**src/rtl/ddr_cmd_gen_if.sv**
```systemverilog
`timescale 1ns/1ps
`default_nettype none
// ============================================================================
//  Module   : ddr_cmd_gen_if
//  Purpose  : Command request port of ddr_cmd_gen. It carries the clock-enable
//             request, the valid/ready handshake and the command fields.
//  Revision : 1.0  initial release
// ============================================================================
interface ddr_cmd_gen_if #(
   parameter int DDR_BA_WIDTH = 2,
   parameter int DDR_A_WIDTH  = 12,
   parameter int ROW_WIDTH    = 12,
   parameter int COL_WIDTH    = 10
);
   logic                    cke_req;
   logic                    cmd_valid;
   logic                    cmd_ready;
   logic [2:0]              cmd_op;
   logic [DDR_BA_WIDTH-1:0] cmd_ba;
   logic [ROW_WIDTH-1:0]    cmd_row;
   logic [COL_WIDTH-1:0]    cmd_col;
   logic                    cmd_ap;
   logic [DDR_A_WIDTH-1:0]  cmd_mode;

   // Requester side: the init/control state machines
   modport master (
      output cke_req, cmd_valid, cmd_op, cmd_ba, cmd_row, cmd_col, cmd_ap, cmd_mode,
      input  cmd_ready
   );

   // Command generator side
   modport slave (
      input  cke_req, cmd_valid, cmd_op, cmd_ba, cmd_row, cmd_col, cmd_ap, cmd_mode,
      output cmd_ready
   );
endinterface
`default_nettype wire

```
**src/rtl/ddr_cmd_gen.sv**
```systemverilog
`timescale 1ns/1ps
`default_nettype none
// ============================================================================
//  Module   : ddr_cmd_gen
//  Purpose  : DDR SDRAM command/address pin generator. Accepts commands on a
//             valid/ready port, tracks open rows per bank, squashes illegal
//             commands and inserts NOPs until the next command is legal.
//  Options  : DDR_CMD_NEGEDGE_EN - retime the pin stage on the falling edge
//             (default: second rising-edge register stage).
//  Revision : 1.0  initial release
// ============================================================================
module ddr_cmd_gen #(
   parameter int DDR_BA_WIDTH = 2,
   parameter int DDR_A_WIDTH  = 12,
   parameter int ROW_WIDTH    = 12,
   parameter int COL_WIDTH    = 10,
   parameter int AP_BIT       = 10,
   parameter int T_RCD        = 3,
   parameter int T_RP         = 3,
   parameter int T_RFC        = 10,
   parameter int T_MRD        = 2,
   parameter int CNT_WIDTH    = 5
) (
   input  logic                           clk,
   input  logic                           reset,
   ddr_cmd_gen_if.slave                   cmd_if,
   output logic [(1<<DDR_BA_WIDTH)-1:0]   bank_open,
   output logic                           err_illegal,
   output logic                           ddr_cke,
   output logic                           ddr_csn,
   output logic                           ddr_rasn,
   output logic                           ddr_casn,
   output logic                           ddr_wen,
   output logic [DDR_BA_WIDTH-1:0]        ddr_ba,
   output logic [DDR_A_WIDTH-1:0]         ddr_add
);

   localparam int NB = 1 << DDR_BA_WIDTH;

   // Operation codes on cmd_op
   localparam logic [2:0] OP_ACTIVE        = 3'd1;
   localparam logic [2:0] OP_READ          = 3'd2;
   localparam logic [2:0] OP_WRITE         = 3'd3;
   localparam logic [2:0] OP_PRECHARGE     = 3'd4;
   localparam logic [2:0] OP_PRECHARGE_ALL = 3'd5;
   localparam logic [2:0] OP_AUTO_REFRESH  = 3'd6;
   localparam logic [2:0] OP_LOAD_MODE     = 3'd7;

   // {csn, rasn, casn, wen} pin patterns
   localparam logic [3:0] PIN_INHIBIT = 4'b1111;
   localparam logic [3:0] PIN_NOP     = 4'b0111;
   localparam logic [3:0] PIN_ACTIVE  = 4'b0011;
   localparam logic [3:0] PIN_READ    = 4'b0101;
   localparam logic [3:0] PIN_WRITE   = 4'b0100;
   localparam logic [3:0] PIN_PRE     = 4'b0010;
   localparam logic [3:0] PIN_AREF    = 4'b0001;
   localparam logic [3:0] PIN_LMR     = 4'b0000;

   // Guard loads: T_x - 1 idle cycles after the issuing edge
   localparam logic [CNT_WIDTH-1:0] GUARD_RCD = CNT_WIDTH'(T_RCD - 1);
   localparam logic [CNT_WIDTH-1:0] GUARD_RP  = CNT_WIDTH'(T_RP - 1);
   localparam logic [CNT_WIDTH-1:0] GUARD_RFC = CNT_WIDTH'(T_RFC - 1);
   localparam logic [CNT_WIDTH-1:0] GUARD_MRD = CNT_WIDTH'(T_MRD - 1);
   localparam logic [CNT_WIDTH-1:0] CNT_ONE   = CNT_WIDTH'(1);

   typedef enum logic [1:0] {
      ST_OFF   = 2'd0,
      ST_READY = 2'd1,
      ST_WAIT  = 2'd2
   } state_t;

   state_t                  state_q,     state_d;
   logic [CNT_WIDTH-1:0]    cnt_q,       cnt_d;
   logic [NB-1:0]           bank_open_q, bank_open_d;
   logic                    err_q,       err_d;
   logic                    cke_q,       cke_d;
   logic [3:0]              cmd_q,       cmd_d;
   logic [DDR_BA_WIDTH-1:0] ba_q,        ba_d;
   logic [DDR_A_WIDTH-1:0]  add_q,       add_d;

   logic                    pin_cke_q;
   logic [3:0]              pin_cmd_q;
   logic [DDR_BA_WIDTH-1:0] pin_ba_q;
   logic [DDR_A_WIDTH-1:0]  pin_add_q;

   // Decoded view of the command currently offered on the port
   logic [3:0]              dec_cmd;
   logic [DDR_BA_WIDTH-1:0] dec_ba;
   logic [DDR_A_WIDTH-1:0]  dec_add;
   logic [CNT_WIDTH-1:0]    dec_guard;
   logic                    dec_legal;
   logic [NB-1:0]           dec_open;
   logic [DDR_A_WIDTH-1:0]  col_add;

   // ready depends only on the FSM state, never on cmd_valid
   assign cmd_if.cmd_ready = (state_q == ST_READY);

   // Encode the offered command, check legality against the open-bank map
   always_comb begin
      dec_cmd   = PIN_NOP;
      dec_ba    = '1;
      dec_add   = '1;
      dec_guard = '0;
      dec_legal = 1'b1;
      dec_open  = bank_open_q;
      col_add   = '0;
      col_add[COL_WIDTH-1:0] = cmd_if.cmd_col;
      col_add[AP_BIT]        = cmd_if.cmd_ap;
      case (cmd_if.cmd_op)
         OP_ACTIVE: begin
            if (bank_open_q[cmd_if.cmd_ba]) begin
               dec_legal = 1'b0;
            end else begin
               dec_cmd   = PIN_ACTIVE;
               dec_ba    = cmd_if.cmd_ba;
               dec_add   = '0;
               dec_add[ROW_WIDTH-1:0] = cmd_if.cmd_row;
               dec_guard = GUARD_RCD;
               dec_open[cmd_if.cmd_ba] = 1'b1;
            end
         end
         OP_READ, OP_WRITE: begin
            if (!bank_open_q[cmd_if.cmd_ba]) begin
               dec_legal = 1'b0;
            end else begin
               dec_cmd = (cmd_if.cmd_op == OP_READ) ? PIN_READ : PIN_WRITE;
               dec_ba  = cmd_if.cmd_ba;
               dec_add = col_add;
               // auto-precharge closes the row once the burst is issued
               if (cmd_if.cmd_ap) begin
                  dec_open[cmd_if.cmd_ba] = 1'b0;
               end
            end
         end
         OP_PRECHARGE: begin
            dec_cmd   = PIN_PRE;
            dec_ba    = cmd_if.cmd_ba;
            dec_add   = '0;
            dec_guard = GUARD_RP;
            dec_open[cmd_if.cmd_ba] = 1'b0;
         end
         OP_PRECHARGE_ALL: begin
            dec_cmd   = PIN_PRE;
            dec_add   = '0;
            dec_add[AP_BIT] = 1'b1;
            dec_guard = GUARD_RP;
            dec_open  = '0;
         end
         OP_AUTO_REFRESH: begin
            if (|bank_open_q) begin
               dec_legal = 1'b0;
            end else begin
               dec_cmd   = PIN_AREF;
               dec_guard = GUARD_RFC;
            end
         end
         OP_LOAD_MODE: begin
            if (|bank_open_q) begin
               dec_legal = 1'b0;
            end else begin
               dec_cmd   = PIN_LMR;
               dec_ba    = cmd_if.cmd_ba;
               dec_add   = cmd_if.cmd_mode;
               dec_guard = GUARD_MRD;
            end
         end
         default: begin
            // NOP: idle encoding, no guard
         end
      endcase
   end

   // Next-state logic for the FSM, guard counter, bank map and command register
   always_comb begin
      state_d     = state_q;
      cnt_d       = cnt_q;
      bank_open_d = bank_open_q;
      err_d       = 1'b0;
      cke_d       = 1'b1;
      cmd_d       = PIN_NOP;
      ba_d        = '1;
      add_d       = '1;
      if (!cmd_if.cke_req) begin
         // Losing cke_req wins over everything, including a command offered
         // in the same cycle; any pending guard is dropped.
         state_d = ST_OFF;
         cnt_d   = '0;
         cke_d   = 1'b0;
         cmd_d   = PIN_INHIBIT;
      end else begin
         case (state_q)
            ST_OFF: begin
               state_d = ST_READY;
            end
            ST_READY: begin
               if (cmd_if.cmd_valid) begin
                  cmd_d       = dec_cmd;
                  ba_d        = dec_ba;
                  add_d       = dec_add;
                  bank_open_d = dec_open;
                  err_d       = !dec_legal;
                  if (dec_guard != '0) begin
                     state_d = ST_WAIT;
                     cnt_d   = dec_guard;
                  end
               end
            end
            ST_WAIT: begin
               if (cnt_q <= CNT_ONE) begin
                  state_d = ST_READY;
                  cnt_d   = '0;
               end else begin
                  cnt_d = cnt_q - CNT_ONE;
               end
            end
            default: begin
               state_d = ST_OFF;
               cnt_d   = '0;
            end
         endcase
      end
   end

   // Core state and internal command register, updated on the accepting edge
   always_ff @(posedge clk or posedge reset) begin
      if (reset) begin
         state_q     <= ST_OFF;
         cnt_q       <= '0;
         bank_open_q <= '0;
         err_q       <= 1'b0;
         cke_q       <= 1'b0;
         cmd_q       <= PIN_INHIBIT;
         ba_q        <= '1;
         add_q       <= '1;
      end else begin
         state_q     <= state_d;
         cnt_q       <= cnt_d;
         bank_open_q <= bank_open_d;
         err_q       <= err_d;
         cke_q       <= cke_d;
         cmd_q       <= cmd_d;
         ba_q        <= ba_d;
         add_q       <= add_d;
      end
   end

`ifdef DDR_CMD_NEGEDGE_EN
   // Pin stage on the falling edge centres command/address on the DDR clock
   always_ff @(negedge clk or posedge reset) begin
`else
   // Pin stage on the next rising edge: one full cycle of pin latency
   always_ff @(posedge clk or posedge reset) begin
`endif
      if (reset) begin
         pin_cke_q <= 1'b0;
         pin_cmd_q <= PIN_INHIBIT;
         pin_ba_q  <= '1;
         pin_add_q <= '1;
      end else begin
         pin_cke_q <= cke_q;
         pin_cmd_q <= cmd_q;
         pin_ba_q  <= ba_q;
         pin_add_q <= add_q;
      end
   end

   assign bank_open   = bank_open_q;
   assign err_illegal = err_q;
   assign ddr_cke     = pin_cke_q;
   assign ddr_csn     = pin_cmd_q[3];
   assign ddr_rasn    = pin_cmd_q[2];
   assign ddr_casn    = pin_cmd_q[1];
   assign ddr_wen     = pin_cmd_q[0];
   assign ddr_ba      = pin_ba_q;
   assign ddr_add     = pin_add_q;

endmodule
`default_nettype wire

```
**src/flat_wrapper.sv**
```systemverilog
// flat-port wrapper written by rule: the top's interface ports become plain ports
module ddr_cmd_gen_flat 
#(
   parameter int DDR_BA_WIDTH = 2,
   parameter int DDR_A_WIDTH  = 12,
   parameter int ROW_WIDTH    = 12,
   parameter int COL_WIDTH    = 10,
   parameter int AP_BIT       = 10,
   parameter int T_RCD        = 3,
   parameter int T_RP         = 3,
   parameter int T_RFC        = 10,
   parameter int T_MRD        = 2,
   parameter int CNT_WIDTH    = 5
)
  (clk, reset, bank_open, err_illegal, ddr_cke, ddr_csn, ddr_rasn, ddr_casn, ddr_wen, ddr_ba, ddr_add, cmd_if_cke_req, cmd_if_cmd_valid, cmd_if_cmd_op, cmd_if_cmd_ba, cmd_if_cmd_row, cmd_if_cmd_col, cmd_if_cmd_ap, cmd_if_cmd_mode, cmd_if_cmd_ready);
  ddr_cmd_gen_if #(.DDR_BA_WIDTH(DDR_BA_WIDTH), .DDR_A_WIDTH(DDR_A_WIDTH), .ROW_WIDTH(ROW_WIDTH), .COL_WIDTH(COL_WIDTH)) cmd_if_i ();
  input  logic clk;
  input  logic reset;
  output logic [(1<<DDR_BA_WIDTH)-1:0] bank_open;
  output logic err_illegal;
  output logic ddr_cke;
  output logic ddr_csn;
  output logic ddr_rasn;
  output logic ddr_casn;
  output logic ddr_wen;
  output logic [DDR_BA_WIDTH-1:0] ddr_ba;
  output logic [DDR_A_WIDTH-1:0] ddr_add;
  input wire logic [$bits(cmd_if_i.cke_req)-1:0] cmd_if_cke_req;
  input wire logic [$bits(cmd_if_i.cmd_valid)-1:0] cmd_if_cmd_valid;
  input wire logic [$bits(cmd_if_i.cmd_op)-1:0] cmd_if_cmd_op;
  input wire logic [$bits(cmd_if_i.cmd_ba)-1:0] cmd_if_cmd_ba;
  input wire logic [$bits(cmd_if_i.cmd_row)-1:0] cmd_if_cmd_row;
  input wire logic [$bits(cmd_if_i.cmd_col)-1:0] cmd_if_cmd_col;
  input wire logic [$bits(cmd_if_i.cmd_ap)-1:0] cmd_if_cmd_ap;
  input wire logic [$bits(cmd_if_i.cmd_mode)-1:0] cmd_if_cmd_mode;
  output wire logic [$bits(cmd_if_i.cmd_ready)-1:0] cmd_if_cmd_ready;
  assign cmd_if_i.cke_req = cmd_if_cke_req;
  assign cmd_if_i.cmd_valid = cmd_if_cmd_valid;
  assign cmd_if_i.cmd_op = cmd_if_cmd_op;
  assign cmd_if_i.cmd_ba = cmd_if_cmd_ba;
  assign cmd_if_i.cmd_row = cmd_if_cmd_row;
  assign cmd_if_i.cmd_col = cmd_if_cmd_col;
  assign cmd_if_i.cmd_ap = cmd_if_cmd_ap;
  assign cmd_if_i.cmd_mode = cmd_if_cmd_mode;
  assign cmd_if_cmd_ready = cmd_if_i.cmd_ready;
  ddr_cmd_gen #(.DDR_BA_WIDTH(DDR_BA_WIDTH), .DDR_A_WIDTH(DDR_A_WIDTH), .ROW_WIDTH(ROW_WIDTH), .COL_WIDTH(COL_WIDTH), .AP_BIT(AP_BIT), .T_RCD(T_RCD), .T_RP(T_RP), .T_RFC(T_RFC), .T_MRD(T_MRD), .CNT_WIDTH(CNT_WIDTH)) u_core (.clk(clk), .reset(reset), .cmd_if(cmd_if_i), .bank_open(bank_open), .err_illegal(err_illegal), .ddr_cke(ddr_cke), .ddr_csn(ddr_csn), .ddr_rasn(ddr_rasn), .ddr_casn(ddr_casn), .ddr_wen(ddr_wen), .ddr_ba(ddr_ba), .ddr_add(ddr_add));
endmodule
```
**config.mk**
```make
export PLATFORM = sky130hd
export DESIGN_NAME = ddr_cmd_gen_flat
export DESIGN_NICKNAME = d
export VERILOG_FILES = /design/src/rtl/ddr_cmd_gen_if.sv /design/src/rtl/ddr_cmd_gen.sv /design/src/flat_wrapper.sv
export SDC_FILE = /design/constraint.sdc
export NUM_CORES = 1
export LEC_CHECK = 0
export BUFFER_PORTS_ARGS = -buffer_cell sky130_fd_sc_hd__buf_4
export CAP_MARGIN = 20
export CORE_MARGIN = 2
export CORE_UTILIZATION = 55
export CTS_BUF_LIST = sky130_fd_sc_hd__clkbuf_8 sky130_fd_sc_hd__clkbuf_16
export DETAILED_ROUTE_END_ITERATION = 7
export PLACE_DENSITY_LB_ADDON = 0.08
export SETUP_SLACK_MARGIN = 0.05
export SYNTH_ARGS = -nofsm -noshare
export SYNTH_HDL_FRONTEND = slang
export SYNTH_SLANG_ARGS = --single-unit
```
**constraint.sdc**
```tcl
create_clock -name clk -period 3.5 [get_ports clk]
set_input_delay 0.525 -clock clk [delete_from_list [all_inputs] [get_ports clk]]
set_output_delay 0.525 -clock clk [all_outputs]
set_load 0.01 [all_outputs]
```
==> qor.yml <==
floorplanning:
  dieArea_sq_um: 4930
  die_h_microns: 70.2
  initial_core_util: 0.562
  io_pins: 69
  die_w_microns: 70.2
  core_sq_um: 4290
  rows: 24
detailed_routing:
  dr_total_vias: 2002
  ant_nets: 0
  drt_iter0_markers: 96
  wl_per_cell_microns: 15.2
  dr.pass1.iters: 4
  route.met2.wl_mm: 2.60
  wl_met3_microns: 275
  vias_per_cell: 5.85
  wl_met1_mm: 2.23
  top_layer: "met4"
  drc_errors: 0
  routed_wirelength_mm: 5.18
sta:
  rsz0062_at_grt: "no"
  setup_violations: 0
  period_minus_slack_ns: 2.11
  hold_violations: 0
  fmax_mhz: 473
  finalMaxSlewViolations: 0
  fin_skew_ns: 0.0128
  period_share: 0.604
  finalSetupTns_ns: 0
  worst_slew_pin_slew_ns: 0.642
  fin_ws_ns: 1.39
  maxSlewHeadroom: 0.568
final_layout:
  post-route-util: 0.713
  finalNetCount: 339
  layout-drive-gt1-share: 0.410
  area_growth_pct: 26.9
  diodes: 0
worst_setup_path:
  required_ns: 3.68
  max_stage_delay_ns: 0.74
  rrSetupSlack_ns: 1.39
  cp-startpoint: "u_core.bank_open[0]"
  worstSetupPathType: "flip-flop to flip-flop"
  cp_cell_sequence: "or4_1 -> o2111ai_2 -> o21ai_2 -> mux2_1"
  critPathMaxFanout: 11
  crit_slowest_cell: "or4_1"
  cp-end-kind: "flip-flop"
  cp-start-kind: "flip-flop"
  r2r_start: "u_core.bank_open[0]"
  rr_worst_depth: 4
  r2r-end: "u_core.cnt_q[1]"
  cp_data_arrival_time_ns: 2.30
logic_synthesis:
  syn_nets: 272
  synth_edf_count: 0
  synth-seq-cells: 50
  syn_avg_cell_area_sq_um: 10.9
  ys_async_sr_fraction: 1.00
  synthDistinctLibCells: 50
  syn-instance-count: 222
  syn_area_sq_um: 2410
  synth-seq-area-share: 0.537
  synth-main-ff-cell: "dfstp_2"
  yosys_warnings: 0
pwr:
  vdd_drop_max_mv: 0.309
  power_mw: 1.41
  leakagePower_nw: 1.27
  switchingPower_mw: 0.447
  power.share.combinational: 0.288
  powerDensity_nw_per_um2: 462
  seq_power_share: 0.482
  p_clk_frac: 0.230
  swShare: 0.316
  internal_power_mw: 0.967
outcome:
  status: "finished, final reports clean"
clock_tree:
  cts-root-buf: "clkbuf_8"
  htree_levels: 2
  clk_latency_ns: 0.30
  cts_hold_buf: 0
  clock_sinks: 50
  clockBufferDepth: 2
  cts_setup_buffers: 0
  clk_pin_slew_ns: 0.09
  cts_buffers: 5
  cts_tree: "yes"
  post_cts_resized: 0
global_route:
  grt_pass1_vias: 1883
  grt.overflow.total: 0
  track_usage: 0.220
  grt_antenna_before_repair: 0
  grt_pass1_wl_mm: 8.65
  grt_max_degree: 51
placement:
  pre_cts_ws_ns: 1.32
  gp_congestion: 0.844
  dpl.hpwl_mm: 3.76
  io_buffer_count: 68
min_path:
  hold_class: "primary input to async pin"
job:
  maxCapViolCount: 0
==> critical path: cells and delay by family, from the launching register on <==
| family | cells | cell delay (ns) |
|---|---|---|
| AND/OR/NAND/NOR | 1 | 0.74 |
| AO/OA/AOI/OAI | 2 | 0.49 |
| flip-flops | 1 | 0.43 |
| multiplexers | 1 | 0.33 |
==> sequential cells by signal, indices dropped and copies added, names as in the netlist <==
name                count
u_core.add_q           12
u_core.ba_q             2
u_core.bank_open        4
u_core.cke_q            1
u_core.cmd_q            4
u_core.cnt_q            5
u_core.ddr_add         12
u_core.ddr_ba           2
u_core.ddr_cke          1
u_core.err_illegal      1
u_core.pin_cmd_q        4
u_core.state_q          2
==> cells by family after synthesis <==
logic type	after synthesis	synth area share
compound gates	76	0.238
simple gates	64	0.137
flops	50	0.537
buf+inv	22	0.0348
fa+ha+maj	6	0.0311
mux	4	0.0223
==> power groups by stage <==
stage	Clock (mW)	Combinational (mW)	Sequential (mW)
floorplan	0	0.251	0.697
global placement	0	0.401	0.688
global route	0.365	0.453	0.686
finish	0.326	0.407	0.681
CTS	0.340	0.406	0.681
detailed placement	0	0.405	0.690
==> metrics by stage <==
| step | area (sq um) | hold slack (ns) | cells |
|---|---|---|---|
| 4_1_cts | 3040 | 0.360 | 341 |
| 3_5_place_dp | 2950 | 0.337 | 333 |
| 2_1_floorplan | 2410 | 0.331 | 222 |
| 3_3_place_gp | 2950 | 0.333 | 333 |
| 5_1_grt | 3060 | 0.260 | 342 |
| 6_report | 3060 | 0.270 | 342 |
==> per-layer routing <==
metal	track usage	up-vias
met5	0	-
met4	0.0726	0
met3	0.0476	11
met2	0.356	70
met1	0.295	963
li1	-	958
==> cell type report <==
class	count	area, sq um
Fill cell	340	1230
Sequential cell	50	1300
Inverter	13	48.8
Clock buffer	5	68.8
Timing Repair Buffer	69	531
Tap cell	52	65.1
Clock inverter	3	20.0
Multi-Input combinational cell	150	1030
==> placed cells by master (no fill, tap or decap), types with 6 or more instances in the layout <==
cell	netlist	final
buf_4	0	68
dfstp_2	36	36
nand2_1	24	24
o21ai_0	19	19
dfrtp_1	14	14
inv_1	13	12
o21a_1	9	9
nand3_1	7	7
a22oi_1	7	7
nor2_1	6	6
a221oi_1	6	6
o2bb2ai_1	6	6
ha_1	6	6
==> cell usage after synthesis (3+ instances only) <==
library cell	instances	area, sq um
clkbuf_1	8	30.0
dfstp_2	36	946
nor2b_1	3	18.8
a221oi_1	6	52.6
a22oi_1	7	52.6
nand3_1	7	35.0
o21a_1	9	67.6
dfrtp_1	14	350
o2bb2ai_1	6	52.6
inv_1	13	48.8
a211oi_1	4	30.0
nand2b_1	3	18.8
o21ai_0	19	95.1
nor2_1	6	22.5
nand2_1	24	90.1
ha_1	6	75.1
nand3b_1	3	22.5
and3_1	3	18.8
nor3_1	5	25.0
a21oi_1	3	15.0
or3_1	3	18.8
==> how the worst max path moves through the flow <==
| stage | slack, ns | cells after the start | to |
|---|---|---|---|
| finish | 1.39 | 4 | u_core.cnt_q[1] |
| floorplan | 1.59 | 4 | u_core.cnt_q[1] |
| global route | 1.27 | 4 | u_core.cnt_q[1] |
| global placement | 1.33 | 5 | u_core.cnt_q[1] |
| detailed placement | 1.32 | 5 | u_core.cnt_q[1] |
| CTS | 1.39 | 4 | u_core.cnt_q[1] |
Note: power is estimated with default switching activity, not from simulation.
